<file path="src/rtl/multicycle_control.sv">
// ============================================================================
// multicycle_control : main control FSM for the multi-cycle MIPS datapath
// Revision 1.0 - initial release
// ============================================================================
`default_nettype none

module multicycle_control (
  input  logic       clk,
  input  logic       reset,
  input  logic [5:0] op,
  input  logic       mem_ready,
  output logic       PCWrite,
  output logic       PCWriteCond,
  output logic       IorD,
  output logic       MemRead,
  output logic       MemWrite,
  output logic       IRWrite,
  output logic       MemtoReg,
  output logic       RegDst,
  output logic       RegWrite,
  output logic       ALUSrcA,
  output logic [1:0] ALUSrcB,
  output logic       ExtSel,
  output logic [1:0] ALUOp,
  output logic [1:0] PCSource,
  output logic       instr_done,
  output logic       illegal_op,
  output logic [3:0] state
);

  localparam logic [5:0] c_OP_R    = 6'b000000;
  localparam logic [5:0] c_OP_LW   = 6'b100011;
  localparam logic [5:0] c_OP_SW   = 6'b101011;
  localparam logic [5:0] c_OP_BEQ  = 6'b000100;
  localparam logic [5:0] c_OP_J    = 6'b000010;
  localparam logic [5:0] c_OP_ADDI = 6'b001000;
  localparam logic [5:0] c_OP_ANDI = 6'b001100;

  typedef enum logic [3:0] {
    ST_FETCH  = 4'd0,
    ST_DECODE = 4'd1,
    ST_MEMADR = 4'd2,
    ST_MEMRD  = 4'd3,
    ST_MEMWB  = 4'd4,
    ST_MEMWR  = 4'd5,
    ST_REX    = 4'd6,
    ST_RWB    = 4'd7,
    ST_BEQ    = 4'd8,
    ST_JMP    = 4'd9,
    ST_ADDIEX = 4'd10,
    ST_ANDIEX = 4'd11,
    ST_IMMWB  = 4'd12
  } state_t;

  state_t r_state;
  state_t w_next;

  always_ff @(posedge clk or posedge reset) begin
    if (reset) begin
      r_state <= ST_FETCH;
    end else begin
      r_state <= w_next;
    end
  end

  assign state = r_state;

  always_comb begin
    w_next      = ST_FETCH;
    PCWrite     = 1'b0;
    PCWriteCond = 1'b0;
    IorD        = 1'b0;
    MemRead     = 1'b0;
    MemWrite    = 1'b0;
    IRWrite     = 1'b0;
    MemtoReg    = 1'b0;
    RegDst      = 1'b0;
    RegWrite    = 1'b0;
    ALUSrcA     = 1'b0;
    ALUSrcB     = 2'b00;
    ExtSel      = 1'b0;
    ALUOp       = 2'b00;
    PCSource    = 2'b00;
    instr_done  = 1'b0;
    illegal_op  = 1'b0;

    case (r_state)
      ST_FETCH: begin
        MemRead = 1'b1;
        ALUSrcB = 2'b01;
        IRWrite = mem_ready;
        PCWrite = mem_ready;
        w_next  = mem_ready ? ST_DECODE : ST_FETCH;
      end
      ST_DECODE: begin
        // Speculatively compute the branch target into ALUOut.
        ALUSrcB = 2'b11;
        case (op)
          c_OP_LW, c_OP_SW: w_next = ST_MEMADR;
          c_OP_R:           w_next = ST_REX;
          c_OP_BEQ:         w_next = ST_BEQ;
          c_OP_J:           w_next = ST_JMP;
          c_OP_ADDI:        w_next = ST_ADDIEX;
          c_OP_ANDI:        w_next = ST_ANDIEX;
          default: begin
            w_next     = ST_FETCH;
            illegal_op = 1'b1;
            instr_done = 1'b1;
          end
        endcase
      end
      ST_MEMADR: begin
        ALUSrcA = 1'b1;
        ALUSrcB = 2'b10;
        w_next  = (op == c_OP_SW) ? ST_MEMWR : ST_MEMRD;
      end
      ST_MEMRD: begin
        MemRead = 1'b1;
        IorD    = 1'b1;
        w_next  = mem_ready ? ST_MEMWB : ST_MEMRD;
      end
      ST_MEMWB: begin
        RegWrite   = 1'b1;
        MemtoReg   = 1'b1;
        instr_done = 1'b1;
      end
      ST_MEMWR: begin
        MemWrite   = 1'b1;
        IorD       = 1'b1;
        instr_done = mem_ready;
        w_next     = mem_ready ? ST_FETCH : ST_MEMWR;
      end
      ST_REX: begin
        ALUSrcA = 1'b1;
        ALUOp   = 2'b10;
        w_next  = ST_RWB;
      end
      ST_RWB: begin
        RegWrite   = 1'b1;
        RegDst     = 1'b1;
        instr_done = 1'b1;
      end
      ST_BEQ: begin
        ALUSrcA     = 1'b1;
        ALUOp       = 2'b01;
        PCWriteCond = 1'b1;
        PCSource    = 2'b01;
        instr_done  = 1'b1;
      end
      ST_JMP: begin
        PCWrite    = 1'b1;
        PCSource   = 2'b10;
        instr_done = 1'b1;
      end
      ST_ADDIEX: begin
        ALUSrcA = 1'b1;
        ALUSrcB = 2'b10;
        w_next  = ST_IMMWB;
      end
      ST_ANDIEX: begin
        ALUSrcA = 1'b1;
        ALUSrcB = 2'b10;
        ExtSel  = 1'b1;
        ALUOp   = 2'b11;
        w_next  = ST_IMMWB;
      end
      ST_IMMWB: begin
        RegWrite   = 1'b1;
        instr_done = 1'b1;
      end
      default: w_next = ST_FETCH;
    endcase

    // Strobes are suppressed while reset is held; selects keep FETCH values.
    if (reset) begin
      PCWrite     = 1'b0;
      PCWriteCond = 1'b0;
      IRWrite     = 1'b0;
      MemRead     = 1'b0;
      MemWrite    = 1'b0;
      RegWrite    = 1'b0;
      instr_done  = 1'b0;
      illegal_op  = 1'b0;
    end
  end

endmodule

`default_nettype wire

</file>
<file path="config.mk">
export PLATFORM = sky130hd
export DESIGN_NAME = multicycle_control
export DESIGN_NICKNAME = d
export VERILOG_FILES = /design/src/rtl/multicycle_control.sv
export SDC_FILE = /design/constraint.sdc
export NUM_CORES = 1
export LEC_CHECK = 0
export ABC_AREA = 0
export BUFFER_PORTS_ARGS = -buffer_cell sky130_fd_sc_hd__buf_2
export CELL_PAD_IN_SITES_DETAIL_PLACEMENT = 2
export CELL_PAD_IN_SITES_GLOBAL_PLACEMENT = 2
export CORE_MARGIN = 10
export CORE_UTILIZATION = 23
export DETAILED_ROUTE_END_ITERATION = 12
export PLACE_DENSITY = 0.83
export SYNTH_ARGS = -nofsm -noshare
export SYNTH_HDL_FRONTEND = slang
export SYNTH_SLANG_ARGS = --single-unit
</file>
<file path="constraint.sdc">
create_clock -name clk -period 3.65 [get_ports clk]
set_input_delay 0.73 -clock clk [delete_from_list [all_inputs] [get_ports clk]]
set_output_delay 0.73 -clock clk [all_outputs]
set_load 0.05 [all_outputs]
</file>
==> impl_results.md <==
- Number of search-and-repair iterations in the first detailed-routing pass: 4
- Residual antenna-violating net count after detailed routing: 0
- Required time at the endpoint of the critical path: 2920 ps
- Post-route DRC: 0
- Number of buffers added by the clock tree synthesis step: 3
- Core Box Area: 2500 sq um
- Total negative slack: 0 ps
- Root buffer cell: sky130_fd_sc_hd__clkbuf_4
- Cells along the critical path: nand2b_4 -> or3_4 -> nor4_2 -> o21bai_1 -> buf_2
- Run status: finished clean
- Maximum Capacitance Violations: 0
- Total power density per cell area: 773 nW/um^2
- Number of distinct library cells after synthesis: 33
- Total congestion overflow: 0
- Die outline area: 5090 sq um
- Layout Skew: 2.00 ps
- Area of the mapped netlist: 606 sq um
- Share of the clock period used by the worst path: 79.3%
- Number of design-rule violations left by the first detailed-router iteration: 23
- Most frequent cells in the layout: sky130_fd_sc_hd__buf_2, sky130_fd_sc_hd__nor2_1, sky130_fd_sc_hd__a21oi_1
- Count of mapped cells out of synthesis: 89
- Number of buffers on the longest clock path: 2
- Pin count of the biggest net entering global routing: 22
- Horiz. Die Dim: 71.3 microns
- Max stage delay cell, worst path: sky130_fd_sc_hd__dfrtp_1
- Avg Vias per Cell: 5.30
- Total detailed-routing wirelength: 2660 microns
- Class of the most critical hold timing path: input pin to asynchronous set/reset pin
- Total cell area at the placement stage: 777 sq um
- CTS tree: done
- Total GRT Usage: 9.80%
- Starting density of the core: 24.2%
- Clock-pin slew on the worst setup and hold paths: 40 ps
- Most frequent standard cell in the layout excluding fill and tap cells: sky130_fd_sc_hd__buf_2
- Final layout net count: 128
- ANT cells: 0
- Number of hold violations in the final report: 0
- Syn-to-layout area delta: 32.0%
- Critical Path Fanout Max: 17
- Io pins: 32
- Clock sink total: 4
- Area share of the largest cell type after synthesis: 16.5%
- Setup repair after global routing missed its margin: no
- CP Capture Type: output pin
- First-pass GRT wire length: 4250 microns
- Total of buffers placed on input and output ports: 31
- Routability Congestion: 0.809
- Die H: 71.3 microns
- Arrival time worst endpoint: 2160 ps
- Max H-tree Level: 1
- Syn_nets: 98
- Worst vdd rail ir drop: 0.289 mV
- Worst slew margin: 63.5%
- Grt met3 use: 3.31%
- Via count of the first global-routing pass: 840
- Number of flip-flops in the largest register: 4
- GR met1 Demand/Resource: 11.2%
- Post-synthesis sequential area ratio: 16.5%
- Post-route cell area: 800 sq um
- CTS resizes: 0
- Detailed placer's ending HPWL: 2140 microns
- Crit-path max cell delay: 680 ps
- Post-CTS setup buffer count: 0
- F_max: 346 MHz
- Beginning of the worst register-to-register path: state[0]
- Setup Crit Path Kind: flop to output pin
- Top cells by area, synth: sky130_fd_sc_hd__dfrtp_1, sky130_fd_sc_hd__nor2_1, sky130_fd_sc_hd__a21oi_1
- Number of placement rows: 18
- Leakage power of the design: 0.366 nW
- Fraction of final layout cells with drive strength greater than 1: 35.0%
- Number of antenna violations at the first check in global routing: 0
- Post-detailed-route wirelength per cell: 18.1 microns
- Clock insertion delay at the later pin of the skew report: 240 ps
- Cell type with the largest total area after synthesis: sky130_fd_sc_hd__dfrtp_1
- Mapped Avg Cell Area: 6.80 sq um
- Setup crit start: state[0]
- Slew at the pin closest to its max-slew limit: 548 ps
- Hold buffer count at cts: 0
- Routed via count: 779
- Global routing usage on met2: 16.9%
- Pins over their slew limit: 0
- # setup viols final: 0
- Most used routing layer in global routing: met2
- Time the worst path needs with I/O delays and setup: 2890 ps
- Seq cells post-synth: 4
- Critical Path Start Type: flop
- Yosys warning total: 0
## logic make-up after synthesis
logic type | share of synthesized area, %
AO/OA/AOI/OAI | 24.2
buffers and inverters | 7.64
AND/OR/NAND/NOR | 47.3
flip-flops | 16.5
XOR/XNOR | 4.34
## area by class of cell
type,count,area [sq um]
clock buffers,3,22.5
repair buffers,32,163
multi-input cells,75,465
well taps,30,37.5
flip-flops and latches,4,100
fillers,311,1700
inverters,3,11.3
## worst max-delay path: cells and delay by family, from the launching register on
family          cells  cell delay [ps]
compound gates      1              150
simple gates        3              810
buf+inv             1              280
flops               1              680
## report_power, final
part	switching, mW	internal [mW]
Combinational	0.337	0.126
Sequential	0.0434	0.0556
Clock	0.0192	0.0368
Total	0.399	0.218
## metrics by stage
stage / util, % / power, mW / worst slack, ps / cells / hold WS [ps]
global placement: 31.1 / 0.555 / 825 / 144 / 719
detailed placement: 31.1 / 0.569 / 778 / 144 / 736
floorplan: - / 0.464 / 84.5 / 89 / 667
CTS: 32.0 / 0.626 / 755 / 147 / 485
global route: 32.0 / 0.662 / 591 / 147 / 499
finish: 32.0 / 0.618 / 756 / 147 / 479
## final timing paths
path / cells past startpoint / slack [ps] / end
max reg2reg: 4 / 1920 / state[1]
max in group asynchronous: 2 / 3020 / state[3]
min in group clk: 2 / 770 / state[1]
min reg2reg: 1 / 790 / state[0]
max: 5 / 760 / instr_done
min: 2 / 480 / state[1]
## per-layer routing
metal / up-vias / routed length, microns
met2: 28 / 1300
met4: 0 / 17
met3: 2 / 214
met1: 368 / 1130
li1: 381 / -
met5: - / 0
## synthesized netlist by cell type
library cell,n
sky130_fd_sc_hd__and3b_1,1
sky130_fd_sc_hd__nor4_2,1
sky130_fd_sc_hd__nor2b_1,3
sky130_fd_sc_hd__or2_2,1
sky130_fd_sc_hd__or3_1,4
sky130_fd_sc_hd__o211ai_1,1
sky130_fd_sc_hd__nand4b_1,1
sky130_fd_sc_hd__a21oi_1,7
sky130_fd_sc_hd__buf_6,1
sky130_fd_sc_hd__a31oi_1,2
sky130_fd_sc_hd__nand2b_4,1
sky130_fd_sc_hd__a22oi_1,1
sky130_fd_sc_hd__o21bai_1,1
sky130_fd_sc_hd__a21o_1,1
sky130_fd_sc_hd__nor3_1,5
sky130_fd_sc_hd__buf_2,1
sky130_fd_sc_hd__o31ai_1,2
sky130_fd_sc_hd__a2111oi_0,1
sky130_fd_sc_hd__nand3_1,1
sky130_fd_sc_hd__or4_1,2
sky130_fd_sc_hd__nor4_1,3
sky130_fd_sc_hd__nor3b_1,2
sky130_fd_sc_hd__inv_1,3
sky130_fd_sc_hd__xnor2_1,3
sky130_fd_sc_hd__o32a_1,1
sky130_fd_sc_hd__or3_4,1
sky130_fd_sc_hd__o21ai_0,4
sky130_fd_sc_hd__dfrtp_1,4
sky130_fd_sc_hd__nor2_1,15
sky130_fd_sc_hd__nand2b_1,5
sky130_fd_sc_hd__a2111oi_2,1
sky130_fd_sc_hd__clkbuf_1,5
sky130_fd_sc_hd__nand2_1,4
No activity file was read; power rests on OpenSTA's default activity.
